File: src/rtl/inst_fetch.sv
// Instruction-fetch stage: holds the PC, issues one 32-bit fetch at a time
// over a req/ack port, hands the instruction to decode with valid/ready, and
// follows jump/branch redirects from execute.
module inst_fetch #(
  parameter logic [63:0] PC_RESET = 64'h0000_0000_8000_0000
) (
  input  logic        clk,
  input  logic        rst,
  output logic        if_req,
  output logic [63:0] if_addr,
  input  logic        if_ack,
  input  logic [63:0] if_rdata,
  output logic        inst_valid,
  output logic [31:0] inst,
  output logic [63:0] inst_pc,
  input  logic        inst_ready,
  input  logic        pc_jmp,
  input  logic [63:0] pc_jmpaddr,
  output logic        misalign,
  output logic [63:0] inst_cnt
);

  localparam int unsigned XLEN = 64;
  localparam int unsigned ILEN = 32;

  typedef enum logic [1:0] {
    S_REQ   = 2'd0,
    S_VALID = 2'd1,
    S_HALT  = 2'd2
  } state_t;

  state_t            r_state;
  logic [XLEN-1:0]   r_pc;
  logic [ILEN-1:0]   r_inst;
  logic [XLEN-1:0]   r_inst_pc;
  logic              r_misalign;
  logic [XLEN-1:0]   r_inst_cnt;

  logic [ILEN-1:0]   w_word;
  logic              w_consume;
  logic              w_jmp_misaligned;

  // Select the 32-bit word of the fetched doubleword addressed by the PC.
  assign w_word           = r_pc[2] ? if_rdata[63:32] : if_rdata[31:0];
  assign w_consume        = (r_state == S_VALID) && inst_ready;
  assign w_jmp_misaligned = (pc_jmpaddr[1:0] != 2'b00);

  // Outputs: request and valid follow the state; data outputs are registers.
  assign if_req     = (r_state == S_REQ) && !rst;
  assign if_addr    = r_pc;
  assign inst_valid = (r_state == S_VALID);
  assign inst       = r_inst;
  assign inst_pc    = r_inst_pc;
  assign misalign   = r_misalign;
  assign inst_cnt   = r_inst_cnt;

  // Fetch FSM with PC, captured instruction, fault flag and consume counter.
  always_ff @(posedge clk) begin
    if (rst) begin
      r_state    <= S_REQ;
      r_pc       <= PC_RESET;
      r_inst     <= '0;
      r_inst_pc  <= '0;
      r_misalign <= 1'b0;
      r_inst_cnt <= '0;
    end else begin
      case (r_state)
        S_REQ: begin
          if (if_ack) begin
            r_inst    <= w_word;
            r_inst_pc <= r_pc;
            r_state   <= S_VALID;
          end
        end
        S_VALID: begin
          if (w_consume) begin
            r_inst_cnt <= r_inst_cnt + XLEN'(1);
            if (!pc_jmp) begin
              r_pc    <= r_pc + XLEN'(4);
              r_state <= S_REQ;
            end else if (!w_jmp_misaligned) begin
              r_pc    <= pc_jmpaddr;
              r_state <= S_REQ;
            end else begin
              // Keep the faulting target visible on if_addr for debug.
              r_pc       <= pc_jmpaddr;
              r_misalign <= 1'b1;
              r_state    <= S_HALT;
            end
          end
        end
        S_HALT: begin
          r_state <= S_HALT;
        end
        default: begin
          r_state <= S_HALT;
        end
      endcase
    end
  end

endmodule

File: config.mk
export PLATFORM = sky130hd
export DESIGN_NAME = inst_fetch
export DESIGN_NICKNAME = d
export VERILOG_FILES = /design/src/rtl/inst_fetch.sv
export SDC_FILE = /design/constraint.sdc
export NUM_CORES = 1
export LEC_CHECK = 0
export CAP_MARGIN = 20
export CORE_MARGIN = 2
export CORE_UTILIZATION = 30
export CTS_CLUSTER_SIZE = 28
export DETAILED_ROUTE_END_ITERATION = 12
export DONT_BUFFER_PORTS = 1
export SYNTH_ARGS = -nofsm -noshare
export SYNTH_HDL_FRONTEND = slang
export SYNTH_SLANG_ARGS = --single-unit
File: constraint.sdc
create_clock -name clk -period 2.7 [get_ports clk]
set_clock_uncertainty 0.1 [all_clocks]
set_input_delay 0.405 -clock clk [delete_from_list [all_inputs] [get_ports clk]]
set_output_delay 0.405 -clock clk [all_outputs]
set_load 0.05 [all_outputs]
==> out/qor_table.md, run 1 <==
| Parameter | This run | Unit |
|---|---|---|
| Number of warnings printed during yosys synthesis | 0 | - |
| Total leakage power | 5.33 | nW |
| Cell variety after synth | 60 | - |
| Number of max-capacitance violations reported | 0 | - |
| Level count of the clock H-tree | 1 | - |
| Worst slack on hold paths | 0.0348 | ns |
| Clock group share of total power | 47.1 | % |
| Seq pwr share | 43.2 | % |
| Cells after synthesis | 1462 | - |
| IO buf count | 0 | - |
| Fraction of final layout cells with drive strength greater than 1 | 14.4 | % |
| Power spent charging and discharging nets | 0.00240 | W |
| Switching power as a share of total power | 27.5 | % |
| FF+latch count, synth | 227 | - |
| Post-Synthesis Cell Area | 11300 | µm² |
| Cell area reported after detailed placement | 12700 | µm² |
| Total DRC errors in the routed layout | 0 | - |
| Upper clock frequency limit | 384 | MHz |
| CP max-delay cell | dlygate4sd3_1 | - |
| Most used flip-flop cell after synthesis | dfxtp_1 | - |
| Final-layout fill cell count | 3852 | - |
| Initial core utilization | 30.3 | % |
| Total clock sinks | 227 | - |
| Deepest clock path buffer count | 3 | - |
| Length of the first detailed-routing pass in iterations | 5 | - |
| Arrival time reported for the critical path endpoint | 2.94 | ns |
| Core Area | 37500 | µm² |
| Cts bufs inserted | 28 | - |
| Worst slew margin relative to its limit | 40.0 | % |
| TritonCTS clock tree | built | - |
| Global-route total usage across every layer | 21.1 | % |
| Tightest Hold Check Type | in -> reg | - |
| Boundary pin count | 360 | - |
| Number of flops mapped to enable cells by yosys | 0 | - |
| Average wire length per cell after detail routing | 19.7 | µm |
| Setup crit end kind | flip-flop | - |
| WL final | 43300 | µm |
| Max-slew violation count | 0 | - |
| Placed wire-length estimate | 29100 | µm |
| Critical setup path kind | reg -> reg | - |
| Synthesized net count | 1597 | - |
| Mean cell area of the mapped netlist | 7.76 | µm² |
| Worst-Margin Slew | 0.896 | ns |
| Clock transition at the registers of the reported paths | 0.06 | ns |
| Power consumption | 0.00873 | W |
| Register-to-Register Path Depth | 9 | - |
| Peak ir drop on the vdd network | 0.455 | mV |
| Final critical-path share of the clock period | 96.3 | % |
| Setup violation total in the final timing report | 0 | - |
| Clk_lat worst skew | 0.56 | ns |
| Pwr Density | 577 | nW/µm² |
| Cell area after layout | 15100 | µm² |
| Most area-hungry cell type in the Yosys netlist | dfxtp_1 | - |
| Floorplan row count | 71 | - |
| Fin. Hold Viols | 0 | - |
| Global placement routability congestion | 0.867 | - |
| Post-route antenna net violation count | 0 | - |
| Proportion of netlist area held by the largest area contributor | 40.1 | % |
| Outcome | finished clean | - |
| Wire length of the first global-routing pass | 66000 | µm |
| Worst Hold Depth | 2 | - |
| Iteration-0 DRC count of the detailed router | 703 | - |
| Maximum number of pins on one net before global-route repair | 128 | - |
| DIE AREA | 39400 | µm² |
| Overall via count from detail_route | 12148 | - |
| Logic gate share of total power | 9.7 | % |
| Height of the die | 198 | µm |
| Largest incremental delay on the critical path | 0.56 | ns |
| Required time of the worst setup path | 3.04 | ns |
| Internal power contribution | 0.00633 | W |
| Crit path time final | 2.60 | ns |
| Post-synthesis to final-layout area growth | 33.4 | % |
| Critical Path Start Type | flip-flop | - |
| Vias in the first global route | 11615 | - |
| Top area cells in the synthesized netlist | dfxtp_1 (40%), a21oi_1 (7.1%), nand2_1 (6.9%), mux2i_1 (3.6%), clkbuf_1 (3.4%) | - |
| Initial antenna violation count | 9 | - |
| RSZ-0062 raised after global routing | yes | - |
| Grt total ovfl | 0 | - |
| Die outline width | 198 | µm |
| Sequence of cells on the critical path | buf_4 -> nand4_1 -> nor3_1 -> buf_4 -> nand4_1 -> buf_4 -> nand3_1 -> a31oi_1 -> dlygate4sd3_1 | - |
| Most used cell, CP | buf_4 | - |
| Master cell of the clock root buffer | clkbuf_16 | - |
| Async set-reset flop share out of synthesis | 0 | % |
| Via/cell ratio | 5.53 | - |
| Crit Path Max Fanout | 7 | - |
| Post-synthesis sequential area ratio | 40.1 | % |
| Nets | 1792 | - |
## power by group through the flow
stage          clock, W  sequential (W)  combinational [W]
6_report        0.00411         0.00377           0.000849
2_1_floorplan         0         0.00395           0.000416
3_3_place_gp          0         0.00384           0.000659
5_1_grt         0.00433         0.00378           0.000918
4_1_cts         0.00420         0.00377           0.000835
3_5_place_dp          0         0.00384           0.000672
## repair_timing
action | CTS | global route
setup endpoints to repair | 0 | 17
gates resized for setup | 0 | 10
endpoints found under the hold margin | 226 | 0
hold buffers | 125 | 0
buffers inserted | 0 | 8
## flip-flops by register name, indices dropped and copies added (netlist names)
register	cells
r_state	2
inst_pc	64
misalign	1
if_addr	64
inst	32
inst_cnt	64
## kinds of logic after synthesis
family                     share of synthesized area [%]
muxes                                               3.62
AOI/OAI and AO/OA                                   20.1
xor gates and xnor gates                            1.31
adders and majority gates                          0.221
buffers and inverters                               5.10
DFF                                                 40.1
and+or+nand+nor                                     29.6
## worst paths after layout
kind,startpoint,end,slack [ns]
setup reg to reg,if_addr[17],if_addr[33],0.1
setup / recovery,if_addr[17],if_addr[33],0.1
hold reg to reg,if_addr[50],if_addr[50],0.45
hold / removal,pc_jmpaddr[15],if_addr[15],0.03
## metal layers
layer / vias to the layer above / GRT usage [%] / share of wire, %
li1: 5778 / - / -
met1: 5795 / 26.7 / 42
met2: 498 / 34.6 / 46
met3: 73 / 5.31 / 8.9
met4: 4 / 7.90 / 3.3
met5: - / 0 / 0.062
## area by class of cell
cell class	count	area [µm²]	share of cell area (%)
Sequential cell	227	4560	30.2
Clock buffer	41	811	5.36
Timing Repair Buffer	288	2540	16.8
Clock inverter	11	189	1.25
Antenna cell	7	17.5	0.116
Tap cell	511	639	4.23
Inverter	27	101	0.670
Multi-Input combinational cell	1085	6260	41.4
## critical path, delay by kind of cell, from the launching register on
kind,cells,cell delay (ns)
buffers and inverters,4,1.19
and+or+nand+nor,4,0.79
DFF,1,0.33
AOI/OAI and AO/OA,1,0.08
## placed cells by master (no fill, tap or decap), types with 5 or more instances in the layout
cell / netlist / routed
nor3_1: 21 / 20
buf_4: 0 / 159
and4_1: 18 / 18
a21o_1: 8 / 8
a22oi_1: 7 / 7
and2_1: 18 / 16
clkbuf_16: 0 / 29
xor2_1: 11 / 11
nand4_1: 57 / 57
xnor2_1: 6 / 6
a21oi_1: 160 / 160
dlygate4sd3_1: 0 / 124
nor2_1: 101 / 101
nor2b_1: 5 / 5
clkbuf_1: 104 / 8
dfxtp_2: 0 / 7
o21ai_0: 53 / 53
o211ai_1: 9 / 9
o22ai_1: 5 / 5
nand2_1: 209 / 208
or3_1: 38 / 38
or2_2: 10 / 10
or4_1: 37 / 37
bufinv_16: 0 / 5
dfxtp_1: 227 / 218
inv_1: 26 / 26
o31ai_1: 33 / 33
and3_1: 34 / 34
a211oi_1: 40 / 40
nand3_1: 60 / 59
diode_2: 0 / 7
mux2i_1: 41 / 41
nor4_1: 19 / 18
a31oi_1: 28 / 28
## stage by stage
stage / setup WS [ns] / setup TNS, ns / util (%) / cells
6_report: 0.0991 / 0 / 40.3 / 2197
5_1_grt: -0.0118 / -0.0118 / 40.3 / 2197
4_1_cts: 0.0303 / 0 / 40.0 / 2182
3_5_place_dp: 0.169 / 0 / 34.0 / 2005
3_3_place_gp: 0.197 / 0 / 34.0 / 2005
2_1_floorplan: 0.00179 / 0 / - / 1462
## synth_stat cells (5+ instances only)
cell type,n
dfxtp_1,227
nand2_1,209
a21oi_1,160
clkbuf_1,104
nor2_1,101
nand3_1,60
nand4_1,57
o21ai_0,53
mux2i_1,41
a211oi_1,40
or3_1,38
or4_1,37
and3_1,34
o31ai_1,33
a31oi_1,28
inv_1,26
nor3_1,21
nor4_1,19
and2_1,18
and4_1,18
buf_1,12
xor2_1,11
or2_2,10
o211ai_1,9
a21o_1,8
a22oi_1,7
xnor2_1,6
nor2b_1,5
o22ai_1,5
Note: power is estimated with default switching activity, not from simulation.
==> run 2: changes to the inputs <==
--- a/config.mk
+++ b/config.mk
@@ -11,6 +11,7 @@
 export CTS_CLUSTER_SIZE = 28
 export DETAILED_ROUTE_END_ITERATION = 12
 export DONT_BUFFER_PORTS = 1
+export SKIP_CTS_REPAIR_TIMING = 1
 export SYNTH_ARGS = -nofsm -noshare
 export SYNTH_HDL_FRONTEND = slang
 export SYNTH_SLANG_ARGS = --single-unit
==> constraint.sdc (replaced) <==
create_clock -name clk -period 2.7 [get_ports clk]
set_clock_uncertainty 0.1 [all_clocks]
set_input_delay 0.405 -clock clk [delete_from_list [all_inputs] [get_ports clk]]
set_output_delay 0.405 -clock clk [all_outputs]
set_load 0.02 [all_outputs]
==> run 2 against run 1 <==
Sequential power decreased by 3%. Clock power shrank 1%. Die area unchanged. Via count down 1.7%. Critical endpoint is now if_addr[45]. The run now ends with negative hold slack left. Worst setup slack better by 0.038 ns. Design area fell by 3.5%. Flip-flop and latch count did not move. Non-clock buffer count down 59. Power shrank 3.5%. Sequential share of layout area rose by 0.98 points.
==> out/qor_table.md, run 2 (synthesis results as in run 1) <==
| Parameter | This run | Unit | Delta |
|---|---|---|---|
| Fin. Hold Viols | 3 | - | +3 |
| Peak ir drop on the vdd network | 0.458 | mV | +0.69% |
| Clock transition at the registers of the reported paths | 0.06 | ns | about the same |
| Setup crit end kind | flip-flop | - |  |
| Height of the die | 198 | µm | unchanged |
| Floorplan row count | 71 | - | unchanged |
| Final critical-path share of the clock period | 94.9 | % | -1.4 points |
| Pwr Density | 577 | nW/µm² | about the same |
| Boundary pin count | 360 | - | unchanged |
| Clk_lat worst skew | 0.57 | ns | about the same |
| Master cell of the clock root buffer | clkbuf_16 | - |  |
| Post-synthesis to final-layout area growth | 28.7 | % |  |
| Initial antenna violation count | 5 | - | -4 |
| Number of max-capacitance violations reported | 0 | - | unchanged |
| Total clock sinks | 227 | - | unchanged |
| Initial core utilization | 30.3 | % | unchanged |
| Total leakage power | 5.01 | nW | -6.0% |
| Wire length of the first global-routing pass | 61500 | µm | -6.9% |
| Iteration-0 DRC count of the detailed router | 880 | - | +25% |
| Worst slack on hold paths | -0.0183 | ns | -0.0530 ns |
| Worst-Margin Slew | 0.764 | ns | -0.132 ns |
| Outcome | finished with violations | - |  |
| Grt total ovfl | 0 | - | unchanged |
| Global placement routability congestion | 0.867 | - | about the same |
| Leading cell types in the layout, fill and taps excluded | dfxtp_1 (226), nand2_1 (208), a21oi_1 (160), dlygate4sd3_1 (115), buf_4 (109) | - |  |
| Arrival time reported for the critical path endpoint | 2.92 | ns | -0.02 ns |
| Failing checks | negative hold slack | - |  |
| Setup violation total in the final timing report | 0 | - | unchanged |
| Total negative slack for setup checks | 0 | ns | unchanged |
| Hold_sp | rst | - |  |
| DIE AREA | 39400 | µm² | unchanged |
| Global-route total usage across every layer | 19.7 | % | -1.4 points |
| WL final | 43100 | µm | -0.31% |
| Required time of the worst setup path | 3.06 | ns | +0.02 ns |
| Core Area | 37500 | µm² | unchanged |
| Amount of wire on met3 after detailed routing | 3900 | µm | +1.3% |
| TritonCTS clock tree | built | - |  |
| Placed wire-length estimate | 28500 | µm | -2.1% |
| Critical setup path kind | reg -> reg | - |  |
| Largest incremental delay on the critical path | 0.56 | ns | about the same |
| Level count of the clock H-tree | 1 | - | unchanged |
| Upper clock frequency limit | 390 | MHz | +1.5% |
| Sequence of cells on the critical path | nor2b_1 -> buf_4 -> and2_2 -> buf_12 -> nor2_1 -> a31oi_1 -> a31oi_1 -> dlygate4sd3_1 | - |  |
| Final-layout fill cell count | 3870 | - | +0.47% |
| Max-slew violation count | 0 | - | unchanged |
| Fraction of final layout cells with drive strength greater than 1 | 11.1 | % | -3.2 points |
| FF-to-FF Start | r_state[0] | - |  |
| Tightest Hold Check Type | in -> reg | - |  |
| Total DRC errors in the routed layout | 0 | - | unchanged |
| Highest metal used | met4 | - |  |
| CP max-delay cell | dlygate4sd3_1 | - |  |
| Overall via count from detail_route | 11944 | - | -1.7% |
| Commonest non-fill, non-tap cell in the layout | dfxtp_1 | - |  |
| Cts bufs inserted | 29 | - | +3.6% |
| Post-route antenna net violation count | 0 | - | unchanged |
| Met2 WL | 20200 | µm | +1.7% |
| IO buf count | 0 | - | unchanged |
| Cell area after layout | 14600 | µm² | -3.5% |
| Cell area reported after detailed placement | 12400 | µm² | -2.5% |
| Crit path time final | 2.56 | ns | -0.0382 ns |
| Deepest clock path buffer count | 3 | - | unchanged |
| Length of the first detailed-routing pass in iterations | 5 | - | unchanged |
| Maximum number of pins on one net before global-route repair | 246 | - | +92% |
| Worst slew margin relative to its limit | 48.7 | % | +8.6 points |
| Length of routed wiring on met1 | 17600 | µm | -2.9% |
| Nets | 1734 | - | -3.2% |
| Vias in the first global route | 10759 | - | -7.4% |
| Most used cell, CP | a31oi_1 | - |  |
| Die outline width | 198 | µm | unchanged |
| Critical Path Start Type | flip-flop | - |  |
| Crit Path Max Fanout | 39 | - | +32 |
| Critical Path Start | r_state[0] | - |  |
| Via/cell ratio | 5.59 | - | +1.1% |
| Average wire length per cell after detail routing | 20.2 | µm | +2.5% |
[run 2: cell types whose count changed in the layout (fill, tap and decap cells not counted), sizes merged]
cell and delta:
clkinvlp -1, dlygate4sd3 -9, inv +3, bufinv -1, buf -50, diode -2
[run 2: routing by layer]
layer,track usage [%],vias up
li1,-,5656
met5,0,-
met2,33.1,534
met3,5.32,83
met4,6.85,0
met1,24.2,5671
[run 2: where the power goes]
group / leakage [nW] / switching, W / total [W] / internal [W]
clock: 0.482 / 0.00159 / 0.00407 / 0.00248
combinational: 2.69 / 0.000404 / 0.000694 / 0.000290
sequential: 1.84 / 0.000202 / 0.00366 / 0.00345
total: 5.01 / 0.00220 / 0.00842 / 0.00622
[run 2: cell type report]
cell class                      instances  area, µm²  area share (%)
Timing Repair Buffer                  229       2080            14.2
Multi-Input combinational cell       1085       6230            42.7
Inverter                               27        101           0.694
Tap cell                              511        639            4.38
Clock buffer                           41        811            5.55
Clock inverter                         12        185            1.27
Sequential cell                       227       4550            31.1
Antenna cell                            5       12.5          0.0857
[run 2: path summary, 6_finish.rpt]
| path | to | slack [ns] | cells past startpoint |
|---|---|---|---|
| worst max-delay path | if_addr[45] | 0.14 | 8 |
| worst min-delay path | if_addr[52] | -0.02 | 2 |
| worst max register to register | if_addr[45] | 0.14 | 8 |
| worst min register to register | inst_pc[11] | 0.42 | 2 |
[run 2: per-stage QoR]
stage	worst slack [ns]	total power, W	util, %	instances	hold WS (ns)
global placement	0.219	0.00425	33.1	1963	0.364
global route	-0.00773	0.00875	38.9	2136	-0.000704
detailed placement	0.173	0.00426	33.1	1963	0.373
finish	0.137	0.00842	39.0	2137	-0.0183
CTS	0.164	0.00836	35.8	2016	-0.221
floorplan	0.181	0.00413	-	1462	0.415
[run 2: worst max-delay path: cells and delay by family (launching register included)]
| kind | cells | cell delay [ns] |
|---|---|---|
| buffers and inverters | 3 | 1.01 |
| and+or+nand+nor | 3 | 0.71 |
| DFF | 1 | 0.39 |
| AOI/OAI and AO/OA | 2 | 0.24 |
